### src/rtl/sa_fp32_mul.sv
// sa_fp32_mul: pipelined binary32 multiplier (FTZ, RNE); result valid after edge N+2 for operands sampled at edge N
module sa_fp32_mul (
  input  logic        clk,
  input  logic        rst,
  input  logic        in_valid,
  input  logic [31:0] a_operand,
  input  logic [31:0] b_operand,
  output logic        out_valid,
  output logic [31:0] result,
  output logic        Exception,
  output logic        Overflow,
  output logic        Underflow
);
  logic               v0, v1;
  logic        [31:0] a0, b0;
  logic               sign1, zero1, inf1;
  logic        [47:0] prod1;
  logic signed [9:0]  exp1, expf;
  logic        [7:0]  ea, eb;
  logic        [23:0] ma, mb, rnd;
  logic        [22:0] mant;
  logic               za, zb, hi, g, st, ov_n, un_n;
  logic        [31:0] res_n;
  always_ff @(posedge clk) begin
    v0 <= rst ? 1'b0 : in_valid;
    if (in_valid) begin
      a0 <= a_operand;
      b0 <= b_operand;
    end
  end
  always_comb begin
    ea = a0[30:23];
    eb = b0[30:23];
    za = ea == 8'h00;
    zb = eb == 8'h00;
    ma = za ? 24'h0 : {1'b1, a0[22:0]};
    mb = zb ? 24'h0 : {1'b1, b0[22:0]};
  end
  always_ff @(posedge clk) begin
    v1 <= rst ? 1'b0 : v0;
    if (v0) begin
      sign1 <= a0[31] ^ b0[31];
      prod1 <= 48'(ma) * 48'(mb);
      exp1  <= {2'b00, ea} + {2'b00, eb} - 10'd127;
      zero1 <= za | zb;
      inf1  <= (&ea) | (&eb);
    end
  end
  // guard is the first dropped bit, sticky the OR of everything below it
  always_comb begin
    hi    = prod1[47];
    mant  = hi ? prod1[46:24] : prod1[45:23];
    g     = hi ? prod1[23] : prod1[22];
    st    = hi ? |prod1[22:0] : |prod1[21:0];
    rnd   = {1'b0, mant} + 24'(g & (st | mant[0]));
    expf  = exp1 + 10'(hi) + 10'(rnd[23]);
    ov_n  = !inf1 && !zero1 && expf >= 10'sd255;
    un_n  = !inf1 && !zero1 && !ov_n && expf <= 10'sd0;
    res_n = inf1 ? 32'h7FC00000 :
            zero1 ? {sign1, 31'b0} :
            ov_n ? {sign1, 8'hFF, 23'b0} :
            un_n ? {sign1, 31'b0} :
            {sign1, expf[7:0], rnd[22:0]};
  end
  always_ff @(posedge clk) begin
    if (rst) begin
      out_valid <= 1'b0;
      result    <= 32'h0;
      Exception <= 1'b0;
      Overflow  <= 1'b0;
      Underflow <= 1'b0;
    end else begin
      out_valid <= v1;
      if (v1) begin
        result    <= res_n;
        Exception <= inf1;
        Overflow  <= ov_n;
        Underflow <= un_n;
      end
    end
  end
endmodule

### config.mk
export PLATFORM = sky130hd
export DESIGN_NAME = sa_fp32_mul
export DESIGN_NICKNAME = d
export VERILOG_FILES = /design/src/rtl/sa_fp32_mul.sv
export SDC_FILE = /design/constraint.sdc
export NUM_CORES = 2
export LEC_CHECK = 0
export ABC_AREA = 1
export BUFFER_PORTS_ARGS = -buffer_cell sky130_fd_sc_hd__buf_2
export CAP_MARGIN = 15
export CELL_PAD_IN_SITES_DETAIL_PLACEMENT = 0
export CELL_PAD_IN_SITES_GLOBAL_PLACEMENT = 1
export CORE_UTILIZATION = 35
export CTS_CLUSTER_DIAMETER = 60
export DETAILED_ROUTE_END_ITERATION = 16
export PLACE_DENSITY = 0.67
export SKIP_LAST_GASP = 1
export SLEW_MARGIN = 20
export SYNTH_ARGS = -nofsm -noshare
export SYNTH_HDL_FRONTEND = slang
export SYNTH_SLANG_ARGS = --single-unit
export TNS_END_PERCENT = 10
### constraint.sdc
create_clock -name clk -period 7.1 [get_ports clk]
set_input_delay 0.355 -clock clk [delete_from_list [all_inputs] [get_ports clk]]
set_output_delay 0.355 -clock clk [all_outputs]
set_load 0.01 [all_outputs]
# Yosys cells after proc, flatten, opt, wreduce, memory -nomap -nowiden
# Index checks and enable logic that the tools add are counted.
# word_totals
ff_bits	163
latch_bits	0
ram_bits	0
rom_bits	0
output_inout_bits	36
word_cells	49
n_memories	0
# classes
n_addsub	5
multipliers	1
n_div	0
order_cmp	2
eq_ne	0
shift	0
mux	9
bitwise_logic	5
n_reduce_logical	13
# op_table
cell	n
2-to-1 mux 31 bit	3
multiplier 24 x 24 -> 48 bit	1
2-to-1 mux 24 bit	2
2-to-1 mux 32 bit	1
adder 23 x 1 -> 24 bit	1
2-to-1 mux 23 bit	1
OR reduction 23 bit	1
OR reduction 22 bit	1
adder 10 x 1 -> 10 bit	2
logical NOT 8 bit	2
AND reduction 8 bit	2
>= comparator 10 x 9 -> 1 bit (second input constant)	1
less-or-equal comparator 10 x 1 -> 1 bit (second input constant)	1
subtractor 9 x 7 -> 10 bit (second input constant)	1
adder 8 x 8 -> 9 bit	1
logical AND 1 bit	4
logical NOT 1 bit	3
OR 1 bit	3
2-to-1 mux 1 bit	2
bitwise AND 1 bit	1
bitwise XOR 1 bit	1

# Logic depth before layout (Yosys ltp)
# depth
word_depth	15
depth_mapped	35
depth_no_buf	33

# Worst setup path after synthesis
# Ideal clock, no wire load.
# synth_path
kind	register to register
from	reg b0[23]
to	reg prod1[47], data pin
setup_time_ps	253
t_arrival_ps	6736
slack_ps	112
path_stages_with_launch	31
n_path_buf	1
period_less_slack_ps	6988
path_cell_list	edfxtp_1 -> or4_1 -> nor2_4 -> nor2_2 -> inv_2 -> nor2_1 -> inv_1 -> buf_4 -> nor2_1 -> fa_1 -> fa_1 -> inv_1 -> fa_1 -> inv_1 -> fa_1 -> inv_1 -> fa_1 -> inv_1 -> fa_1 -> inv_1 -> fa_1 -> inv_1 -> ha_1 -> nand2_1 -> nor2_1 -> inv_1 -> nor2_1 -> nand2_1 -> or3_1 -> nand4_1 -> nand2_1
# synth_between
elab_chain_len	3
# synth_rtl
element	line	rtl
from (decl)	15	logic [31:0] a0, b0;
from (signal assigned)	28	b0 <= b_operand;
logical NOT 8 bit	35	zb = eb == 8'h00;
2-to-1 mux 24 bit	37	mb = zb ? 24'h0 : {1'b1, b0[22:0]};
multiplier 24 x 24 -> 48 bit	43	prod1 <= 48'(ma) * 48'(mb);
to (signal assigned)	43	
to (decl)	17	logic [47:0] prod1;
# Every way passes these cells.
# A chain may end at the register's enable or synchronous reset.

# Final worst setup path
# layout_path
from	reg b0[29]
to	reg prod1[40], data pin
# Same word-level chain as after synthesis.

==> results.cfg <==
[drt]
wl_mm = 89.0
antenna_left = 0
drt_first_pass_iters = 5
drc_errors = 0
via_per_inst = 4.79
drt_iter0_drc = 1592
routedWlPerCell_um = 19.7
vias = 21700

[cts]
h-tree-depth = 4
cts_buffers = 17
cts_tree = yes
clk_pin_slew_worst_paths_ps = 90
clock-root-buffer = clkbuf_16
clkLatencyLatePin_ps = 500
cts_buffer_depth = 2
clock-sinks = 163

[sta]
relSlewSlack_pct = 36.6
final_hold_viol_count = 0
fin_ws_ps = -123
fmax_mhz = 138
worst_pin_slew_ps = 951
final-setup-viol-count = 24
finClkSkew_ps = 28.1
report.final.slew_viol_count = 0
fin_crit_sh_pct = 102
rsz0062_at_grt = yes
period_needed_ps = 7220

[worst_setup_path]
cp_common_cell = fa_1
crit_slowest_cell = fa_1
end_kind = flop
cp-start-kind = flop
cp.arrival_ps = 7470
critPathMaxStageDelay_ps = 580
worstPathRequired_ps = 7350
worstPathMaxFanout = 6
ff2ff_path_depth = 30
crit_type = reg2reg

[global_route]
grt.total_usage_pct = 24.2
grt_pass1_vias = 21900
grt_pass1_wl_mm = 133
overflow = 0
antenna_found_initial = 3
grt_max_degree = 66

[floorplanning]
die_x_um = 275
die_height_um = 275
coreArea_um2 = 73500
row_count = 99
start_util_pct = 35.6
die_area_um2 = 75800
boundaryPins = 103

[yosys]
ys_seq_area_share_pct = 17.3
synth_ff_type = edfxtp_1
synth_edf_count = 125
ys_ff_latch = 163
async_flop_share_pct = 0
netlist_instances = 3057
synthDistinctLibCells = 50
yosys_warnings = 0
synth_nets = 3799
syn_area_um2 = 26100
syn_area_per_cell_um2 = 8.55

[hold_path]
hold_class = in2reg
min_path_cells = 1

[outcome]
violations = negative setup slack
status = finished, violations left

[place]
numPortBuffers = 102
place_congestion = 0.975
dp_hpwl_mm = 77.1
pre_cts_ws_ps = -562

[final_layout]
antennaDiodeCount = 0
final_common_cell = inv_1
final_layout_size_suffix_gt1_share_pct = 23.7
most-common-layout-cells = 701 x inv_1, 500 x nand2_1, 456 x fa_1
syn_to_final_growth_pct = 25.3
nets = 4292

[run]
drv_cap = 0
==> stage by stage <==
step           instance area, µm²  hold slack [ps]  util (%)  setup TNS, ps  instances
2_1_floorplan               26100              454         -              0       3057
3_3_place_gp                30400              451      41.4          -9920       4424
3_5_place_dp                30400              453      41.4         -11610       4424
4_1_cts                     32100             1.97      43.8          -1860       4499
5_1_grt                     32800             7.84      44.6          -9330       4522
6_report                    32800             28.0      44.6          -1530       4522
==> cell families (layout without fill, tap and decap cells) <==
family,Yosys count,count (layout),share of synthesized area (%)
fa+ha+maj,675,675,46.2
xor+xnor,57,57,1.91
flops,163,163,17.3
simple gates,1136,1136,18.0
buf+inv,832,1338,12.5
compound gates,194,194,4.20
==> timing repair <==
action                                  4_1_cts  5_1_grt
resized for setup                           164      136
hold buffers                                 23        0
endpoints found under the setup margin       35       36
gates cloned                                  2        0
buffers inserted                             18       24
pin swaps                                    36       97
endpoints found under the hold margin        23        0
==> path summary, 6_finish.rpt <==
kind	startpoint	to	slack, ps
setup / recovery	b0[29]	prod1[40]	-120
hold / removal	a_operand[26]	a0[26]	30
setup reg to reg	b0[29]	prod1[40]	-120
hold reg to reg	result[1]	result[1]	460
==> cell type report <==
| class | count | area (µm²) |
|---|---|---|
| well taps | 959 | 1200 |
| multi-input cells | 2062 | 19300 |
| flip-flops and latches | 163 | 4520 |
| clock buffers | 17 | 425 |
| clock inverters | 15 | 211 |
| fillers | 7367 | 40700 |
| repair buffers | 544 | 4210 |
| inverters | 762 | 2870 |
==> layer usage <==
layer / global-route usage, % / vias up / part of all wire (%)
met2: 38.2 / 685 / 46
met3: 4.06 / 137 / 6.6
met5: 0 / - / 0.044
li1: - / 10100 / -
met1: 33.3 / 10700 / 44
met4: 8.90 / 6 / 3.8
==> Yosys cell counts, types with 11 or more instances <==
| library cell | number | area share, % |
|---|---|---|
| dfxtp_1 | 38 | 2.9 |
| xnor2_1 | 18 | 0.60 |
| nor4_1 | 11 | 0.26 |
| nand4_1 | 32 | 0.77 |
| edfxtp_1 | 125 | 14 |
| o21ai_0 | 48 | 0.92 |
| xor2_1 | 39 | 1.3 |
| fa_1 | 484 | 37 |
| inv_1 | 743 | 11 |
| a21oi_1 | 88 | 1.7 |
| nor2_2 | 20 | 0.48 |
| o21bai_1 | 13 | 0.37 |
| nand2_1 | 533 | 7.7 |
| nand3_1 | 53 | 1.0 |
| nor2_1 | 435 | 6.2 |
| ha_1 | 191 | 9.1 |
| clkbuf_1 | 23 | 0.33 |
| buf_2 | 31 | 0.59 |
| inv_2 | 11 | 0.16 |
==> state kept, by name, summed over array words and instances, names as in the netlist <==
register / flops
Overflow: 1
exp1: 10
a0: 32
b0: 32
v0: 1
v1: 1
sign1: 1
inf1: 1
Exception: 1
prod1: 48
out_valid: 1
result: 32
zero1: 1
Underflow: 1
==> critical path: cells and delay by family, from the launching register on <==
kind	cells	cell delay [ps]
adder cells (fa/ha/maj)	8	3870
AND/OR/NAND/NOR	11	1440
buffers and inverters	8	730
flip-flops	1	390
AO/OA/AOI/OAI	2	360
XOR/XNOR	1	160
Power is left out: the tool's default activity adds up to more than one toggle a clock period on the data nets, which glitch-free logic cannot reach.
